<file path="src/rtl/hwag_spi_regfile.sv">
// SPI frame decoder and HWAG configuration register bank.
// Collects [CMD][ADDR][DATA32 LSB-first][CRC8], checks the CRC, and commits writes or latches reads.
module hwag_spi_regfile (
  input  logic        clk,
  input  logic        rst,
  input  logic        spi_ss,
  input  logic        rx_valid,
  input  logic [7:0]  rx_byte,
  input  logic [7:0]  crc_in,
  output logic [31:0] cfg_ctrl,
  output logic [3:0]  cfg_stwd,
  output logic [23:0] cfg_maxacr,
  output logic [18:0] cfg_filt_nogap,
  output logic [18:0] cfg_filt_gap,
  output logic [23:0] cfg_dwell_div,
  output logic [23:0] cfg_off14,
  output logic [23:0] cfg_off23,
  output logic [31:0] rd_data,
  output logic        rd_valid,
  output logic        frame_ok,
  output logic        frame_err,
  output logic [1:0]  last_err,
  output logic [7:0]  err_cnt
);
  localparam int FRAME_LEN = 7;
  localparam logic [7:0] CMD_WR = 8'h01;
  localparam logic [7:0] CMD_RD = 8'h02;
  localparam logic [1:0] E_CRC = 2'd1, E_SHORT = 2'd2, E_CMD = 2'd3;

  typedef enum logic [1:0] {IDLE, RECV, DONE} state_t;

  state_t      r_state;
  logic [2:0]  r_idx;
  logic [7:0]  r_slot [FRAME_LEN];
  logic [7:0]  r_crc_exp;
  logic        r_pending;

  logic [31:0] r_ctrl;
  logic [3:0]  r_stwd;
  logic [23:0] r_maxacr;
  logic [18:0] r_filt_nogap;
  logic [18:0] r_filt_gap;
  logic [23:0] r_dwell_div;
  logic [23:0] r_off14;
  logic [23:0] r_off23;
  logic [31:0] r_rd_data;
  logic        r_rd_valid;
  logic        r_frame_ok;
  logic        r_frame_err;
  logic [1:0]  r_last_err;
  logic [7:0]  r_err_cnt;

  logic [7:0]  w_cmd, w_addr;
  logic [31:0] w_data, w_rd_mux;
  logic        w_crc_bad, w_cmd_bad, w_eval, w_short, w_ok, w_err;
  logic [1:0]  w_err_code;

  assign w_cmd     = r_slot[0];
  assign w_addr    = r_slot[1];
  assign w_data    = {r_slot[5], r_slot[4], r_slot[3], r_slot[2]};
  assign w_crc_bad = (r_slot[6] != r_crc_exp);
  assign w_cmd_bad = !((w_cmd == CMD_WR) || (w_cmd == CMD_RD)) || (w_addr > 8'h07);
  // One evaluation per completed frame, in the first DONE cycle.
  assign w_eval    = (r_state == DONE) && r_pending;
  assign w_short   = (r_state == RECV) && spi_ss && (r_idx != 3'd0);
  assign w_ok      = w_eval && !w_crc_bad && !w_cmd_bad;
  assign w_err     = w_short || (w_eval && (w_crc_bad || w_cmd_bad));
  assign w_err_code = w_short ? E_SHORT : (w_crc_bad ? E_CRC : E_CMD);

  always_comb begin
    w_rd_mux = 32'd0;
    case (w_addr[2:0])
      3'd0: w_rd_mux = r_ctrl;
      3'd1: w_rd_mux = {28'd0, r_stwd};
      3'd2: w_rd_mux = {8'd0, r_maxacr};
      3'd3: w_rd_mux = {13'd0, r_filt_nogap};
      3'd4: w_rd_mux = {13'd0, r_filt_gap};
      3'd5: w_rd_mux = {8'd0, r_dwell_div};
      3'd6: w_rd_mux = {8'd0, r_off14};
      3'd7: w_rd_mux = {8'd0, r_off23};
      default: w_rd_mux = 32'd0;
    endcase
  end

  always_ff @(posedge clk) begin
    if (rst) begin
      r_state      <= IDLE;
      r_idx        <= 3'd0;
      r_pending    <= 1'b0;
      r_crc_exp    <= 8'd0;
      for (int i = 0; i < FRAME_LEN; i++) r_slot[i] <= 8'd0;
      r_ctrl       <= 32'd0;
      r_stwd       <= 4'd4;
      r_maxacr     <= 24'd3839;
      r_filt_nogap <= 19'd45;
      r_filt_gap   <= 19'd134;
      r_dwell_div  <= 24'd50000;
      r_off14      <= 24'd2752;
      r_off23      <= 24'd832;
      r_rd_data    <= 32'd0;
      r_rd_valid   <= 1'b0;
      r_frame_ok   <= 1'b0;
      r_frame_err  <= 1'b0;
      r_last_err   <= 2'd0;
      r_err_cnt    <= 8'd0;
    end else begin
      r_frame_ok  <= w_ok;
      r_frame_err <= w_err;
      if (w_err) begin
        r_last_err <= w_err_code;
        if (r_err_cnt != 8'hFF) r_err_cnt <= r_err_cnt + 8'd1;
      end

      if (spi_ss) begin
        r_state   <= IDLE;
        r_idx     <= 3'd0;
        r_pending <= 1'b0;
      end else begin
        case (r_state)
          IDLE: begin
            r_state <= RECV;
            r_idx   <= 3'd0;
          end
          RECV: if (rx_valid) begin
            r_slot[r_idx] <= rx_byte;
            r_rd_valid    <= 1'b0;
            if (r_idx == 3'(FRAME_LEN - 2)) r_crc_exp <= crc_in;
            if (r_idx == 3'(FRAME_LEN - 1)) begin
              r_state   <= DONE;
              r_pending <= 1'b1;
            end else begin
              r_idx <= r_idx + 3'd1;
            end
          end
          DONE:    r_pending <= 1'b0;
          default: r_state <= IDLE;
        endcase
      end

      // Commit happens even if select rises in the evaluation cycle.
      if (w_ok) begin
        if (w_cmd == CMD_WR) begin
          case (w_addr[2:0])
            3'd0: r_ctrl       <= w_data;
            3'd1: r_stwd       <= w_data[3:0];
            3'd2: r_maxacr     <= w_data[23:0];
            3'd3: r_filt_nogap <= w_data[18:0];
            3'd4: r_filt_gap   <= w_data[18:0];
            3'd5: r_dwell_div  <= w_data[23:0];
            3'd6: r_off14      <= w_data[23:0];
            3'd7: r_off23      <= w_data[23:0];
            default: ;
          endcase
        end else begin
          r_rd_data  <= w_rd_mux;
          r_rd_valid <= 1'b1;
        end
      end
    end
  end

  assign cfg_ctrl       = r_ctrl;
  assign cfg_stwd       = r_stwd;
  assign cfg_maxacr     = r_maxacr;
  assign cfg_filt_nogap = r_filt_nogap;
  assign cfg_filt_gap   = r_filt_gap;
  assign cfg_dwell_div  = r_dwell_div;
  assign cfg_off14      = r_off14;
  assign cfg_off23      = r_off23;
  assign rd_data        = r_rd_data;
  assign rd_valid       = r_rd_valid;
  assign frame_ok       = r_frame_ok;
  assign frame_err      = r_frame_err;
  assign last_err       = r_last_err;
  assign err_cnt        = r_err_cnt;
endmodule

</file>
<file path="config.mk">
export PLATFORM = sky130hd
export DESIGN_NAME = hwag_spi_regfile
export DESIGN_NICKNAME = d
export VERILOG_FILES = /design/src/rtl/hwag_spi_regfile.sv
export SDC_FILE = /design/constraint.sdc
export NUM_CORES = 1
export LEC_CHECK = 0
export BUFFER_PORTS_ARGS = -buffer_cell sky130_fd_sc_hd__buf_2
export CAP_MARGIN = 20
export CORE_UTILIZATION = 40
export DETAILED_ROUTE_END_ITERATION = 10
export GPL_ROUTABILITY_DRIVEN = 0
export PLACE_DENSITY_LB_ADDON = 0.05
export SLEW_MARGIN = 20
export SYNTH_ARGS = -nofsm -noshare
export SYNTH_HDL_FRONTEND = slang
export SYNTH_SLANG_ARGS = --single-unit
</file>
<file path="constraint.sdc">
create_clock -name clk -period 2.55 [get_ports clk]
set_clock_uncertainty 0.15 [all_clocks]
set_input_delay 0.51 -clock clk [delete_from_list [all_inputs] [get_ports clk]]
set_output_delay 0.51 -clock clk [all_outputs]
set_load 0.005 [all_outputs]
</file>
==> flow_summary.ini <==
[cts]
clock_sinks = 285
numCtsBuffers = 31
clockBufferDepth = 3
clk_latency_ns = 0.57
htreeDepth = 1
cts_root_buf = clkbuf_16
cts_tree = done
clkTransAtPathRegs_ns = 0.06

[grt]
grt_usage = 0.262
grt_overflow_total = 0
grt_pass1_wl_um = 60900
use_met2 = 0.423
grt_max_degree = 161
grtUsageMet3 = 0.0443
grt_busiest_layer = met2
use_met1 = 0.359
antenna_found_initial = 1
first_global_vias = 9977

[power]
p_total_uw = 9230
powerDensity_mw_per_mm2 = 607
vdd_drop_max_uv = 472
leakage_uw = 0.00631

[setup_path]
required_ns = 2.89
crit_slowest_cell = or4_4
end_kind = flip-flop
path_class = reg2reg
worstPathArrival_ns = 2.96
path_cells = or4_4 -> nor3_4 -> buf_4 -> and4_1 -> nand3_2 -> buf_12 -> or3_1 -> a21oi_2
crit_fanout = 13
critPathBufInv = 2
critPathMaxStageDelay_ns = 0.55
cp-start-kind = flip-flop
path_delay_family = simple AND/OR/NAND/NOR gates
ff2ff_setup_slack_ns = -0.07

[yosys]
synthMuxAreaShare = 0.0812
synthAdderAreaFrac = 0.00532
ys_dominant_reg_cell = dfxtp_1
ys_warn_count = 0
synth_top_family_by_area = simple AND/OR/NAND/NOR gates
synth.cell_area_mm2 = 0.0118
synth_simple_gate_area_frac = 0.214
ys_ff_latch = 285
avgSynthCellArea_um2 = 8.66
yosysUniqueCellTypes = 53
yosysSeqAreaShare = 0.526
syn_inst = 1357
synth_compound_area_frac = 0.124
syn_nets = 1382
synth_edf_count = 48
ys_async_sr_fraction = 0
synth_xor_area_frac = 0.00819

[placement]
dpl.cell_count = 1967
dp_worst_setup_slack_ns = -0.178
detailedPlacementHpwl_um = 28700
place_area_mm2 = 0.0139
port_buffers = 234

[drt]
num_vias = 10800
drc_errors = 0
dr.pass1.iters = 5
wire_per_inst_um = 20.3
via_per_inst = 5.28
drtIter0Drc = 1024
ant_nets = 0
wl_um = 41400

[layout]
area_delta_synth_final_pct = 29.3
layout.cells.most_common = nand2_1
nets = 1656
design_area_mm2 = 0.0152
fin_cells = 2038
layout_common_cells = nand2_1, dfxtp_1, buf_2, a21oi_1, nor2_1
drive_gt1_frac = 0.252
fin_util = 0.528
diodes = 0

[floorplanning]
die_w_um = 173
coreArea_mm2 = 0.0288
initial_core_util = 0.408
die_h_um = 173
io_pins = 235
dieArea_mm2 = 0.0301
num_rows = 62

[timing]
setup_viol = 53
layout_worst_path_cycle_share = 1.03
maxSlewHeadroom = 0.359
fin_crit_ns = 2.62
fmax_mhz = 381
drv_slew = 0
worst_slew_pin_slew_ns = 0.960
worst_slack_ns = -0.0725
finalHoldViolCount = 0
rsz0062_at_grt = yes

[run_status]
violations = setup timing
status = finished with violations

[job]
maxCapViolCount = 0

[hold_path]
hold_class = in2reg
==> where the power goes <==
| group | switching (µW) | leakage, µW | internal (µW) |
|---|---|---|---|
| sequential | 47.8 | 0.00241 | 4600 |
| clock | 1820 | 0.000456 | 2500 |
| combinational | 183 | 0.00345 | 78.9 |
| total | 2050 | 0.00631 | 7170 |
==> cell usage after synthesis, types with 4 or more instances <==
cell      instances  area share
clkbuf_1         73       0.023
a222oi_1          5      0.0043
buf_2            16      0.0068
edfxtp_1         48        0.12
dfxtp_1         237        0.40
mux2i_1          83       0.071
nand2_1         362        0.12
o221ai_1          5      0.0037
nor2b_1           6      0.0032
nand3_1          36       0.015
a221oi_1          5      0.0037
nand2b_1          6      0.0032
inv_1            22      0.0070
a21oi_1         170       0.072
or3_1            13      0.0069
a22oi_1           8      0.0051
nor2_1          108       0.034
nand4_1           4      0.0021
o211ai_1         11      0.0070
a211oi_1          5      0.0032
ha_1              5      0.0053
and3_1            8      0.0043
buf_1             8      0.0026
nor3_1           14      0.0060
mux2_2            5      0.0048
o22ai_1          11      0.0059
or4_1             4      0.0026
and2_1           11      0.0059
xor2_1            9      0.0067
o21ai_0          21      0.0089
==> flip-flops by register name (all words and copies together), names as in the netlist <==
register and flops:
rd_data 32, cfg_filt_gap 19, cfg_filt_nogap 19, r_slot 56
r_state 2, cfg_dwell_div 24, frame_ok 1, cfg_stwd 4
r_pending 1, cfg_off23 24, rd_valid 1, err_cnt 8
cfg_off14 24, cfg_maxacr 24, r_idx 3, cfg_ctrl 32
frame_err 1, last_err 2, r_crc_exp 8
==> per-layer routing <==
layer  vias to the layer above  wire [µm]
li1                       5169          -
met1                      5139      18300
met2                       398      19200
met3                        64       2820
met4                         0       1090
met5                         -          0
==> logic make-up (layout without fill, tap and decap cells) <==
| kind of cell | after synthesis | in the layout |
|---|---|---|
| multiplexers | 91 | 91 |
| AND/OR/NAND/NOR | 589 | 589 |
| flip-flops | 285 | 285 |
| AO/OA/AOI/OAI | 254 | 254 |
| adder cells (fa/ha/maj) | 5 | 5 |
| buffers and inverters | 122 | 419 |
| XOR/XNOR | 11 | 11 |
==> worst reg2reg max path, stage by stage, from the launching register on <==
cell and delay [ns]:
edfxtp_1 0.36, or4_4 0.55, nor3_4 0.18, buf_4 0.15
and4_1 0.25, nand3_2 0.14, buf_12 0.19, or3_1 0.43
a21oi_2 0.14
==> metrics by stage <==
step	hold WS (ns)	setup TNS [ns]
after floorplan	0.298	-0.00921
after global placement	0.289	-4.99
after detailed placement	0.291	-11.47
after CTS	0.0225	-0.0490
after global routing	0.0235	-15.43
final	0.0313	-0.831
==> final timing paths <==
path | start | to | cells after the start
max | r_slot[0][6]$_SDFFCE_PN0P_ | rd_data[9]$_SDFFE_PP0P_ | 8
min | crc_in[6] | r_crc_exp[6]$_SDFFE_PP0P_ | 3
max reg2reg | r_slot[0][6]$_SDFFCE_PN0P_ | rd_data[9]$_SDFFE_PP0P_ | 8
min reg2reg | rd_data[20]$_SDFFE_PP0P_ | rd_data[20]$_SDFFE_PP0P_ | 2
==> cell type report <==
class / count / area, µm²
Clock buffer: 45 / 848
Sequential cell: 285 / 6190
Inverter: 22 / 82.6
Multi-Input combinational cell: 950 / 5210
Clock inverter: 11 / 113
Timing Repair Buffer: 341 / 2280
Tap cell: 384 / 480
Fill cell: 2760 / 13600
==> repair_timing <==
| item | 4_1_cts | 5_1_grt |
|---|---|---|
| setup buffers | 6 | 4 |
| endpoints found under the setup margin | 188 | 179 |
| pin swaps | 6 | 4 |
| gates resized for setup | 13 | 29 |
| hold buffers | 0 | 0 |
| gates cloned | 1 | 4 |
Power figures use the tool's default switching activity.
